--- config.mk ---
export PLATFORM = sky130hd
export DESIGN_NAME = aes_core_driver_flat
export DESIGN_NICKNAME = d
export VERILOG_FILES = /design/src/rtl/aes_core_driver_if.sv /design/src/rtl/aes_core_driver.sv /design/src/flat_wrapper.sv
export SDC_FILE = /design/constraint.sdc
export NUM_CORES = 1
export LEC_CHECK = 0
export ABC_AREA = 1
export BUFFER_PORTS_ARGS = -buffer_cell sky130_fd_sc_hd__buf_2
export CAP_MARGIN = 20
export CORE_AREA = 2 2 255 257
export DETAILED_ROUTE_END_ITERATION = 7
export DIE_AREA = 0 0 257 259
export MAX_ROUTING_LAYER = met4
export PLACE_DENSITY_LB_ADDON = 0.1
export SYNTH_ARGS = -nofsm -noshare
export SYNTH_HDL_FRONTEND = slang
export SYNTH_SLANG_ARGS = --single-unit
--- constraint.sdc ---
create_clock -name i_clk -period 16.1 [get_ports i_clk]
set_input_delay 1.61 -clock i_clk [delete_from_list [all_inputs] [get_ports i_clk]]
set_output_delay 1.61 -clock i_clk [all_outputs]
set_load 0.05 [all_outputs]
--- src/rtl/aes_core_driver_if.sv ---
// Host command/result channel and AES core handshake bundle for aes_core_driver.
// The slave modport is the driver's view; master is the host plus core side.
interface aes_core_driver_if;
   logic         cmd_valid;
   logic         cmd_ready;
   logic         cmd_op;
   logic [127:0] cmd_data;
   logic         res_valid;
   logic         res_ready;
   logic [127:0] res_data;
   logic         res_err;
   logic [127:0] Kin;
   logic [127:0] Din;
   logic [127:0] Dout;
   logic         Krdy;
   logic         Drdy;
   logic         Kvld;
   logic         Dvld;
   logic         EN;
   logic         BSY;
   logic         trig;

   modport master (
      output cmd_valid, cmd_op, cmd_data, res_ready, Dout, Kvld, Dvld, BSY,
      input  cmd_ready, res_valid, res_data, res_err, Kin, Din, Krdy, Drdy, EN, trig
   );

   modport slave (
      input  cmd_valid, cmd_op, cmd_data, res_ready, Dout, Kvld, Dvld, BSY,
      output cmd_ready, res_valid, res_data, res_err, Kin, Din, Krdy, Drdy, EN, trig
   );
endinterface

--- src/rtl/aes_core_driver.sv ---
// Host-side initiator for a 128-bit AES core: sequences key load and encrypt
// handshakes, captures the ciphertext and drives a scope trigger around the encryption.
module aes_core_driver #(
   parameter int TIMEOUT   = 4096,
   parameter int TRIG_HOLD = 8
) (
   input logic              i_clk,
   input logic              i_rst,
   aes_core_driver_if.slave bus
);
   localparam int CW = $clog2(TIMEOUT + 1) + 1;
   localparam int HW = $clog2(TRIG_HOLD + 1) + 1;
   localparam logic [CW-1:0] TO_LAST   = CW'(TIMEOUT - 1);
   localparam logic [CW-1:0] TO_MAX    = CW'(TIMEOUT);
   localparam logic [HW-1:0] HOLD_INIT = HW'(TRIG_HOLD);

   typedef enum logic [2:0] {
      ST_IDLE  = 3'd0,
      ST_KREQ  = 3'd1,
      ST_KWAIT = 3'd2,
      ST_DREQ  = 3'd3,
      ST_DWAIT = 3'd4,
      ST_RESP  = 3'd5
   } state_t;

   state_t          r_state;
   logic            r_cmd_ready;
   logic            r_res_valid;
   logic            r_res_err;
   logic [127:0]    r_res_data;
   logic [127:0]    r_kin;
   logic [127:0]    r_din;
   logic            r_krdy;
   logic            r_drdy;
   logic            r_en;
   logic            r_trig;
   logic            r_key_loaded;
   logic [CW-1:0]   r_cnt;
   logic [HW-1:0]   r_hold;
   logic            w_to_fire;

   // Timeout fires on the last allowed wait cycle; a strobe in that cycle takes priority.
   assign w_to_fire = (TIMEOUT != 32'sd0) && (r_cnt == TO_LAST);

   assign bus.cmd_ready = r_cmd_ready;
   assign bus.res_valid = r_res_valid;
   assign bus.res_err   = r_res_err;
   assign bus.res_data  = r_res_data;
   assign bus.Kin       = r_kin;
   assign bus.Din       = r_din;
   assign bus.Krdy      = r_krdy;
   assign bus.Drdy      = r_drdy;
   assign bus.EN        = r_en;
   assign bus.trig      = r_trig;

   // Command FSM with registered handshake, result and trigger outputs.
   always_ff @(posedge i_clk or posedge i_rst) begin
      if (i_rst) begin
         r_state      <= ST_IDLE;
         r_cmd_ready  <= 1'b1;
         r_res_valid  <= 1'b0;
         r_res_err    <= 1'b0;
         r_res_data   <= 128'd0;
         r_kin        <= 128'd0;
         r_din        <= 128'd0;
         r_krdy       <= 1'b0;
         r_drdy       <= 1'b0;
         r_en         <= 1'b0;
         r_trig       <= 1'b0;
         r_key_loaded <= 1'b0;
         r_cnt        <= {CW{1'b0}};
         r_hold       <= {HW{1'b0}};
      end else begin
         r_en   <= 1'b1;
         r_krdy <= 1'b0;
         r_drdy <= 1'b0;
         // Post-capture trigger tail runs independently of the FSM.
         if (r_hold != {HW{1'b0}}) begin
            r_hold <= r_hold - HW'(1);
            if (r_hold == HW'(1)) begin
               r_trig <= 1'b0;
            end else begin
               r_trig <= r_trig;
            end
         end else begin
            r_hold <= r_hold;
         end
         case (r_state)
            ST_IDLE: begin
               if (bus.cmd_valid && r_cmd_ready) begin
                  r_cmd_ready <= 1'b0;
                  if (!bus.cmd_op) begin
                     r_kin   <= bus.cmd_data;
                     r_krdy  <= 1'b1;
                     r_state <= ST_KREQ;
                  end else begin
                     r_din <= bus.cmd_data;
                     if (r_key_loaded) begin
                        r_state <= ST_DREQ;
                     end else begin
                        r_res_err   <= 1'b1;
                        r_res_data  <= 128'd0;
                        r_res_valid <= 1'b1;
                        r_state     <= ST_RESP;
                     end
                  end
               end else begin
                  r_state <= ST_IDLE;
               end
            end
            ST_KREQ: begin
               r_cnt   <= {CW{1'b0}};
               r_state <= ST_KWAIT;
            end
            ST_KWAIT: begin
               if (bus.Kvld) begin
                  r_key_loaded <= 1'b1;
                  r_res_err    <= 1'b0;
                  r_res_data   <= 128'd0;
                  r_res_valid  <= 1'b1;
                  r_state      <= ST_RESP;
               end else if (w_to_fire) begin
                  r_key_loaded <= 1'b0;
                  r_res_err    <= 1'b1;
                  r_res_data   <= 128'd0;
                  r_res_valid  <= 1'b1;
                  r_state      <= ST_RESP;
               end else if (r_cnt != TO_MAX) begin
                  r_cnt <= r_cnt + CW'(1);
               end else begin
                  r_cnt <= r_cnt;
               end
            end
            ST_DREQ: begin
               if (!bus.BSY) begin
                  r_drdy  <= 1'b1;
                  r_trig  <= 1'b1;
                  r_hold  <= {HW{1'b0}};
                  r_cnt   <= {CW{1'b0}};
                  r_state <= ST_DWAIT;
               end else begin
                  r_state <= ST_DREQ;
               end
            end
            ST_DWAIT: begin
               if (bus.Dvld) begin
                  r_res_data  <= bus.Dout;
                  r_res_err   <= 1'b0;
                  r_res_valid <= 1'b1;
                  r_state     <= ST_RESP;
                  if (TRIG_HOLD == 32'sd0) begin
                     r_trig <= 1'b0;
                  end else begin
                     r_hold <= HOLD_INIT;
                  end
               end else if (w_to_fire) begin
                  r_res_data  <= 128'd0;
                  r_res_err   <= 1'b1;
                  r_res_valid <= 1'b1;
                  r_trig      <= 1'b0;
                  r_hold      <= {HW{1'b0}};
                  r_state     <= ST_RESP;
               end else if (r_cnt != TO_MAX) begin
                  r_cnt <= r_cnt + CW'(1);
               end else begin
                  r_cnt <= r_cnt;
               end
            end
            ST_RESP: begin
               if (bus.res_ready) begin
                  r_res_valid <= 1'b0;
                  r_cmd_ready <= 1'b1;
                  r_state     <= ST_IDLE;
               end else begin
                  r_state <= ST_RESP;
               end
            end
            default: begin
               r_res_valid <= 1'b0;
               r_cmd_ready <= 1'b1;
               r_state     <= ST_IDLE;
            end
         endcase
      end
   end
endmodule
--- src/flat_wrapper.sv ---
// flat-port wrapper written by rule: the top's interface ports become plain ports
module aes_core_driver_flat 
#(
   parameter int TIMEOUT   = 4096,
   parameter int TRIG_HOLD = 8
)
  (i_clk, i_rst, bus_cmd_valid, bus_cmd_op, bus_cmd_data, bus_res_ready, bus_Dout, bus_Kvld, bus_Dvld, bus_BSY, bus_cmd_ready, bus_res_valid, bus_res_data, bus_res_err, bus_Kin, bus_Din, bus_Krdy, bus_Drdy, bus_EN, bus_trig);
  aes_core_driver_if bus_i ();
  input logic i_clk;
  input logic i_rst;
  input wire logic [$bits(bus_i.cmd_valid)-1:0] bus_cmd_valid;
  input wire logic [$bits(bus_i.cmd_op)-1:0] bus_cmd_op;
  input wire logic [$bits(bus_i.cmd_data)-1:0] bus_cmd_data;
  input wire logic [$bits(bus_i.res_ready)-1:0] bus_res_ready;
  input wire logic [$bits(bus_i.Dout)-1:0] bus_Dout;
  input wire logic [$bits(bus_i.Kvld)-1:0] bus_Kvld;
  input wire logic [$bits(bus_i.Dvld)-1:0] bus_Dvld;
  input wire logic [$bits(bus_i.BSY)-1:0] bus_BSY;
  output wire logic [$bits(bus_i.cmd_ready)-1:0] bus_cmd_ready;
  output wire logic [$bits(bus_i.res_valid)-1:0] bus_res_valid;
  output wire logic [$bits(bus_i.res_data)-1:0] bus_res_data;
  output wire logic [$bits(bus_i.res_err)-1:0] bus_res_err;
  output wire logic [$bits(bus_i.Kin)-1:0] bus_Kin;
  output wire logic [$bits(bus_i.Din)-1:0] bus_Din;
  output wire logic [$bits(bus_i.Krdy)-1:0] bus_Krdy;
  output wire logic [$bits(bus_i.Drdy)-1:0] bus_Drdy;
  output wire logic [$bits(bus_i.EN)-1:0] bus_EN;
  output wire logic [$bits(bus_i.trig)-1:0] bus_trig;
  assign bus_i.cmd_valid = bus_cmd_valid;
  assign bus_i.cmd_op = bus_cmd_op;
  assign bus_i.cmd_data = bus_cmd_data;
  assign bus_i.res_ready = bus_res_ready;
  assign bus_i.Dout = bus_Dout;
  assign bus_i.Kvld = bus_Kvld;
  assign bus_i.Dvld = bus_Dvld;
  assign bus_i.BSY = bus_BSY;
  assign bus_cmd_ready = bus_i.cmd_ready;
  assign bus_res_valid = bus_i.res_valid;
  assign bus_res_data = bus_i.res_data;
  assign bus_res_err = bus_i.res_err;
  assign bus_Kin = bus_i.Kin;
  assign bus_Din = bus_i.Din;
  assign bus_Krdy = bus_i.Krdy;
  assign bus_Drdy = bus_i.Drdy;
  assign bus_EN = bus_i.EN;
  assign bus_trig = bus_i.trig;
  aes_core_driver #(.TIMEOUT(TIMEOUT), .TRIG_HOLD(TRIG_HOLD)) u_core (.i_clk(i_clk), .i_rst(i_rst), .bus(bus_i));
endmodule
Yosys cells after proc, flatten, opt, wreduce, memory -nomap -nowiden. Index checks and enable logic that the tools add are counted.

Add/sub/neg operators: 2. Multipliers: 0. Divide/modulo/power cells: 0. Magnitude comparators: 0. Equal/unequal tests: 15. Shifts and indexed selects: 0. Muxes and demuxes: 55. Bitwise gates (word level): 3. Reduce and logical (&&, ||, !) cells: 15.

Operator list (number): $mux 128 (6); $pmux 128 s3 (1); $mux 14 (5); $pmux 14 s4 (1); $mux 1 (24); $mux 3 (8); $mux 5 (4); $pmux 3 s6 (1); $add 14x1->14 const B (1); $eq 14x12->1 const B (1); $ne 14x13->1 const B (1); $ne 2x2->1 const B (6); $pmux 5 s2 (1); $reduce_and 3->1 (3); $reduce_and 4->1 (2); $eq 3x2->1 const B (2); $eq 3x3->1 const B (2); $pmux 1 s3 (2); $eq 5x1->1 const B (1); $pmux 1 s5 (1); $reduce_and 5->1 (1); $reduce_bool 5->1 (1); $sub 5x1->5 const B (1); $reduce_bool 4->1 (1); other kinds (11) (13).

Flip-flop bits (word level): 414. Bits in latches: 0. RAM bits: 0. ROM bits: 0. Input bits: 264. Output and inout port bits: 391. Logic and storage cells: 104. Memories kept: 0.

Logic depth before layout (Yosys ltp). Gate-level depths: netlist of run 1.

Word-level depth: 6. Depth in mapped cells: 11.

Worst setup path after synthesis of run 1. OpenSTA, ideal clock, no wires.

Path kind: input port to flip-flop. Start point: input bus_cmd_valid. End point: register u_core.r_res_data[100], in the netlist u_core.bus.res_data[100]. Setup time: 117 ps. Arrival: 2527 ps. Required time: 15983 ps. Setup slack: 13456 ps. Stages on the path: 9. Path buffers: 2. Cell sequence: nand2_1 > nor2_1 > a21oi_2 > a21oi_4 > nand2_4 > buf_12 > buf_12 > nand2_4 > nand2_2.

Longest elaborated chain between the ends: 3.

Ends and longest elaborated chain: start, declared (RTL line flat_wrapper.sv:11) `input wire logic [$bits(bus_i.cmd_valid)-1:0] bus_cmd_valid;`; $logic_and 1x1->1 (RTL line aes_core_driver.sv:90) `if (bus.cmd_valid && r_cmd_ready) begin`; $ne 2x1->1 (no source line); $reduce_and 4->1 (no source line); end signal, assigned (RTL line aes_core_driver.sv:147) `r_res_data <= bus.Dout;`; end, declared (RTL line aes_core_driver.sv:30) `logic [127:0] r_res_data;`.

Every way passes these cells. A chain may end at the register's enable or synchronous reset.

Worst setup path in the final report of run 1.
Start point: input bus_cmd_valid. End point: register u_core.r_res_data[58], in the netlist u_core.bus.res_data[58].

Same word-level chain as after synthesis.

==> results of run 1 <==
==> power groups by stage <==
stage                     Clock [W]  Combinational, W  Sequential, W
final                       0.00116           0.00325        0.00181
after global routing        0.00124           0.00345        0.00187
after CTS                   0.00120           0.00329        0.00181
after detailed placement          0           0.00329        0.00182
after global placement            0           0.00327        0.00181
after floorplan                   0          0.000984        0.00336
==> cell families (layout without fill, tap and decap cells) <==
| group | Yosys count | count (layout) | share of synthesized area (%) |
|---|---|---|---|
| simple gates | 1158 | 1158 | 31.4 |
| fa+ha+maj | 5 | 5 | 0.358 |
| xor+xnor | 7 | 7 | 0.351 |
| other cells | 1 | 22 | 0.0214 |
| compound gates | 110 | 110 | 3.36 |
| flops | 414 | 414 | 59.2 |
| buf+inv | 168 | 839 | 5.24 |
==> how the worst min path moves through the flow <==
| stage | startpoint | cells past startpoint | slack [ns] | endpoint |
|---|---|---|---|---|
| finish | u_core.bus.res_data[110] | 2 | 0.46 | u_core.bus.res_data[110] |
| global route | u_core.bus.res_data[110] | 2 | 0.49 | u_core.bus.res_data[110] |
| CTS | u_core.bus.res_data[110] | 2 | 0.47 | u_core.bus.res_data[110] |
| detailed placement | u_core.bus.res_data[110] | 2 | 0.45 | u_core.bus.res_data[110] |
| global placement | u_core.bus.res_data[107] | 2 | 0.45 | u_core.bus.res_data[107] |
| floorplan | u_core.r_cnt[13] | 2 | 0.47 | u_core.r_cnt[13] |
==> final cells by class <==
type | instances | area (um^2) | area share [%]
clock buffer | 75 | 1480 | 6.39
clock inverter | 17 | 208 | 0.899
timing repair buffer | 667 | 3380 | 14.7
multi-input combinational | 1281 | 6230 | 27.0
antenna | 21 | 52.6 | 0.228
sequential | 414 | 10400 | 44.9
inverter | 80 | 312 | 1.35
tap | 855 | 1070 | 4.63
==> registers in the layout, summed over array words and instances, names as in the netlist <==
| name | flops |
|---|---|
| u_core.bus.Kin | 128 |
| u_core.bus.Krdy | 1 |
| u_core.bus.res_err | 1 |
| u_core.bus.res_valid | 1 |
| u_core.bus.res_data | 128 |
| u_core.bus.trig | 1 |
| u_core.r_hold | 5 |
| u_core.bus.cmd_ready | 1 |
| u_core.r_key_loaded | 1 |
| u_core.bus.EN | 1 |
| u_core.bus.Drdy | 1 |
| u_core.r_cnt | 14 |
| u_core.r_state | 3 |
| u_core.bus.Din | 128 |
==> worst register-to-register path: cells and delay by family (launching register included) <==
kind / cells / cell delay [ns]
and+or+nand+nor: 7 / 1.26
buffers and inverters: 1 / 1.12
DFF: 1 / 0.44
adders and majority gates: 1 / 0.26
==> metrics by stage <==
step	util, %	hold slack (ns)	setup slack (ns)
finish	36.1	0.463	12.59
global route	36.1	0.492	12.27
CTS	36.1	0.466	12.61
detailed placement	33.4	0.453	11.95
global placement	33.4	0.450	11.98
floorplan	-	0.471	2.97
==> synthesized netlist by cell type (2+ instances only) <==
cell type,count,area share [%]
inv_2,3,0.064
xor2_1,6,0.30
nor2_4,3,0.19
nand2_2,102,3.6
buf_12,11,1.3
o21ai_0,65,1.9
a21oi_1,7,0.20
clkbuf_1,24,0.52
nor2_2,2,0.072
nor3_1,3,0.086
nand3_1,17,0.49
o21bai_1,2,0.086
nand4_1,10,0.36
nand2_1,869,19
nor2_1,42,0.90
dfrtp_1,413,59
nand3_2,2,0.11
o21ai_1,30,0.86
buf_6,3,0.19
nor3b_1,2,0.086
ha_1,5,0.36
inv_1,76,1.6
buf_4,8,0.34
buf_2,42,1.2
nand2_4,103,6.6
==> metal layers <==
| layer | vias to the layer above | part of all wire, % | GRT usage [%] |
|---|---|---|---|
| met3 | 113 | 9.1 | 7.15 |
| met2 | 523 | 46 | 29.1 |
| li1 | 6977 | - | - |
| met1 | 6822 | 41 | 22.3 |
| met4 | 0 | 3.7 | 6.91 |
| met5 | - | 0 | - |
==> results.json, run 1 <==
{
  "syn_inst": 1863,
  "nNetsFinal": 2763,
  "async_reset_ff_share_pct": 100,
  "synthFlopType": "dfrtp_1",
  "setup_viol_count_final": 0,
  "place_congestion": 0.856,
  "rsz0062_at_grt": "no",
  "final_common_cell": "nand2_1",
  "ctsResizeCount": 0,
  "p_int_w": 0.00287,
  "syn_area_mm2": 0.0175,
  "fin_crit_sh_pct": 21.8,
  "hp-class": "reg -> reg",
  "cts_buffers": 50,
  "final.setup_skew_ns": 0.0203,
  "antenna_found_initial": 22,
  "max_stage_delay_ns": 0.93,
  "max_cap_violations": 0,
  "min_period_ns": 3.51,
  "core_mm2": 0.0639,
  "wire_per_inst_um": 18.1,
  "worstSetupEndpoint": "u_core.bus.res_data[58]",
  "switching_power_w": 0.00334,
  "startpoint_type": "primary input",
  "dp.cells": 3297,
  "vias": 14435,
  "clockPowerShare_pct": 18.7,
  "slew_violations": 0,
  "r2r-end": "u_core.bus.res_data[58]",
  "cts_setup_buffers": 0,
  "dpl.hpwl_um": 44400,
  "synth_edf_count": 0,
  "ys_seq_area_share_pct": 59.2,
  "io_pins": 655,
  "grt_start_max_net_pins": 174,
  "clkLatencyLatePin_ns": 0.60,
  "regToRegStartpoint": "u_core.r_cnt[0]",
  "p_per_area_mw_per_mm2": 269,
  "ctsHoldBuffers": 0,
  "cts_tree": "yes",
  "crit_path_start": "bus_cmd_valid",
  "start_util_pct": 27.4,
  "p_seq_share_pct": 29.1,
  "h-tree-depth": 2,
  "crit_fanout": 54,
  "detail_route.wirelength_um": 61800,
  "grt_pass1_vias": 14909,
  "drt_iter0_drc": 770,
  "drc": 0,
  "instances_no_fill": 3410,
  "total_power_w": 0.00621,
  "cts.sinks": 414,
  "yosys_register_bits": 414,
  "cp_num_cells": 9,
  "via_per_inst": 4.23,
  "maxSlewHeadroom_pct": 26.6,
  "synth.distinct_cells": 38,
  "finalHoldViolCount": 0,
  "syn-num-nets": 2132,
  "status": "complete, no violations",
  "clkTransAtPathRegs_ns": 0.06,
  "grt_util_all_layers_pct": 18.8,
  "rr_worst_depth": 9,
  "antenna_left": 0,
  "area_growth_pct": 32.0,
  "criticalPathCategory": "in -> reg",
  "crit_chain": "buf_2 > nand2_1 > nor2_1 > a21oi_2 > a21oi_4 > nand2_8 > buf_4 > nand2_4 > nand2_2",
  "clk_path_buf_depth": 3,
  "tightestPinTransition_ns": 1.10,
  "die_area_mm2": 0.0666,
  "crit_family": "buffers and inverters",
  "grt.overflow.total": 0,
  "die_h_um": 259,
  "std_cell_rows": 93,
  "vdd_drop_max_uv": 139,
  "die_width_um": 257,
  "switching_share_pct": 53.7,
  "reg2reg_slack_ns": 12.98,
  "cp.required_ns": 16.62,
  "fin_area_mm2": 0.0231,
  "dr.pass1.iters": 5,
  "root_buffer": "clkbuf_16",
  "critPathArrivalTime_ns": 4.03,
  "setup_tns_ns": 0,
  "placed_cell_area_mm2": 0.0214,
  "avgSynthCellArea_um2": 9.39,
  "fillCellCount": 6657,
  "pwr-share-comb_pct": 52.2,
  "critPathCaptureType": "flop",
  "max_freq_mhz": 285,
  "portBuffers": 654,
  "path_buf_inv": 2,
  "yosys_warnings": 0,
  "final_cell_mix": "nand2_1 (868), buf_2 (654), dfrtp_1 (413)",
  "power_leakage_nw": 13.3,
  "drive_gt1_share_pct": 38.4,
  "grt_first_pass_wirelength_um": 94000,
  "crit_slowest_cell": "buf_4"
}
(Power assumes the default switching activity.)
==> inputs of run 2 (changes only) <==
==> constraint.sdc (replaced) <==
create_clock -name i_clk -period 3.39 [get_ports i_clk]
set_input_delay 0.339 -clock i_clk [delete_from_list [all_inputs] [get_ports i_clk]]
set_output_delay 0.339 -clock i_clk [all_outputs]
set_load 0.05 [all_outputs]
==> run 2 against run 1 <==
Compared with the run above:
- sequential share of layout area down 4.8 points
- global-route usage increased by 0.93 points
- sequential power increased to 4.7 times the previous value
- clock skew barely moved
- routed wire length grew 4.3%
- clock power grew to 4.7 times the previous value
- cell count increased by 7.5%
- die area did not move
- register-to-register slack lost 12 ns
- hold slack lost 0.41 ns
- flip-flop and latch count stayed put
- critical endpoint is now u_core.bus.res_data[20]
- largest power group unchanged
- highest routed layer unchanged
==> results.json, run 2 (synthesis gave the netlist of run 1 again) <==
{
  "area_growth_pct": 47.9,
  "final_core_util_pct": 40.5,
  "ctsHoldBuffers": 248,
  "final_cell_mix": "nand2_1 (868), buf_2 (654), dfrtp_1 (413)",
  "path_common_cell": "nand2_1",
  "min_to": "u_core.bus.Kin[88]",
  "die_width_um": 257,
  "place_congestion": 0.889,
  "antenna_found_initial": 7,
  "start_util_pct": 27.4,
  "io_pins": 655,
  "cts_setup_buffers": 0,
  "max_stage_delay_ns": 0.41,
  "ctsResizeCount": 0,
  "criticalPathCategory": "reg -> reg",
  "vdd_drop_max_uv": 690,
  "detail_route.wirelength_um": 64500,
  "p_per_area_mw_per_mm2": 1150,
  "via_per_inst": 4.22,
  "dp_slack_ns": 0.963,
  "final.setup_skew_ns": 0.0201,
  "grt_start_max_net_pins": 175,
  "slew_violations": 0,
  "worstHoldStart": "bus_cmd_data[88]",
  "wire_per_inst_um": 17.6,
  "critPathCaptureType": "flop",
  "root_buffer": "clkbuf_16",
  "hp-class": "in -> reg",
  "switching_power_w": 0.0160,
  "status": "complete, no violations",
  "cts_buffers": 50,
  "critPathArrivalTime_ns": 2.93,
  "max_cap_violations": 0,
  "reg2reg_slack_ns": 0.94,
  "drt_iter0_drc": 833,
  "fin_crit_sh_pct": 72.3,
  "crit_chain": "ha_1 > nand2_1 > nor2_2 > nand4_4 > nand2_1 > nand2_8 > buf_12 > nand2_4 > nand2_2",
  "maxSlewHeadroom_pct": 41.8,
  "cp.required_ns": 3.87,
  "grt_first_pass_wirelength_um": 99200,
  "cts.sinks": 414,
  "dr.pass1.iters": 5,
  "switching_share_pct": 53.5,
  "setup_viol_count_final": 0,
  "pwr-share-comb_pct": 53.2,
  "rsz0062_at_grt": "no",
  "p_seq_share_pct": 28.8,
  "die_area_mm2": 0.0666,
  "min_period_ns": 2.45,
  "nNetsFinal": 3035,
  "core_mm2": 0.0639,
  "grt_pass1_vias": 16043,
  "dpl.hpwl_um": 46000,
  "h-tree-depth": 2,
  "placed_cell_area_mm2": 0.0217,
  "crit_fanout": 44,
  "clk_path_buf_depth": 3,
  "crit_slowest_cell": "dfrtp_1",
  "max_freq_mhz": 408,
  "regToRegStartpoint": "u_core.r_cnt[0]",
  "finalHoldViolCount": 0,
  "grt_util_all_layers_pct": 19.8,
  "fin_area_mm2": 0.0259,
  "vias": 15476,
  "p_int_w": 0.0139,
  "drive_gt1_share_pct": 35.5,
  "whs_ns": 0.0496,
  "startpoint_type": "flop",
  "fin_ws_ns": 0.940,
  "cts_tree": "yes",
  "grt.overflow.total": 0,
  "clockPowerShare_pct": 18.1,
  "tightestPinTransition_ns": 0.874,
  "hold_depth": 3,
  "portBuffers": 654,
  "power_leakage_nw": 14.5,
  "antenna_left": 0,
  "clkTransAtPathRegs_ns": 0.06,
  "drc": 0,
  "r2r-end": "u_core.bus.res_data[20]",
  "rr_worst_depth": 9,
  "std_cell_rows": 93,
  "clkLatencyLatePin_ns": 0.59,
  "die_h_um": 259,
  "final_common_cell": "nand2_1"
}
run 2: cell count changes in the layout (fill, tap and decap cells not counted), sizes merged:
cell	before	now
dlygate4sd3	0	248
buf	667	691
diode	21	6
clkinvlp	0	5
clkinv	14	10
clkbuf	75	73
bufinv	4	3
inv	79	80
run 2: layout make-up:
cell class | count | area (um^2)
fillers | 6526 | 38000
flip-flops and latches | 414 | 10400
repair buffers | 939 | 6230
multi-input cells | 1281 | 6230
clock buffers | 73 | 1450
well taps | 855 | 1070
inverters | 80 | 308
clock inverters | 18 | 201
diodes | 6 | 15.0
run 2: worst max-delay path by stage:
stage	from	endpoint	slack [ns]	cells after the start
floorplan	i_rst	u_core.bus.Din[0]	-2.53	1
global placement	u_core.r_cnt[0]	u_core.bus.res_data[70]	0.99	9
detailed placement	u_core.r_cnt[0]	u_core.bus.res_data[18]	0.96	9
CTS	u_core.r_cnt[0]	u_core.bus.res_data[18]	0.95	9
global route	u_core.r_cnt[0]	u_core.bus.res_data[20]	0.73	9
finish	u_core.r_cnt[0]	u_core.bus.res_data[20]	0.94	9
run 2: through the flow:
stage                     setup TNS, ns  total power [W]  cells
after floorplan                -1045.78           0.0206   1863
after global placement                0           0.0243   3321
after detailed placement              0           0.0244   3321
after CTS                             0           0.0302   3660
after global routing                  0           0.0315   3666
final                                 0           0.0299   3666
run 2: critical path: cells and delay by family (launching register included):
family	cells	cell delay, ns
and+or+nand+nor	7	1.20
DFF	1	0.41
buffers and inverters	1	0.39
adders and majority gates	1	0.22
run 2: routing by layer:
| metal | track usage (%) | vias to the layer above | wire length (um) | share of wire [%] |
|---|---|---|---|---|
| met2 | 31.3 | 564 | 30400 | 47 |
| met1 | 24.2 | 7298 | 26900 | 42 |
| met4 | 6.12 | 0 | 2030 | 3.2 |
| met5 | - | - | 0 | 0 |
| met3 | 5.86 | 109 | 5110 | 7.9 |
| li1 | - | 7505 | - | - |
run 2: power by group through the flow:
stage	clock network [W]	logic [W]	registers, W
final	0.00540	0.0159	0.00859
after global routing	0.00582	0.0168	0.00888
after CTS	0.00559	0.0161	0.00859
after detailed placement	0	0.0158	0.00861
after global placement	0	0.0157	0.00860
after floorplan	0	0.00467	0.0159
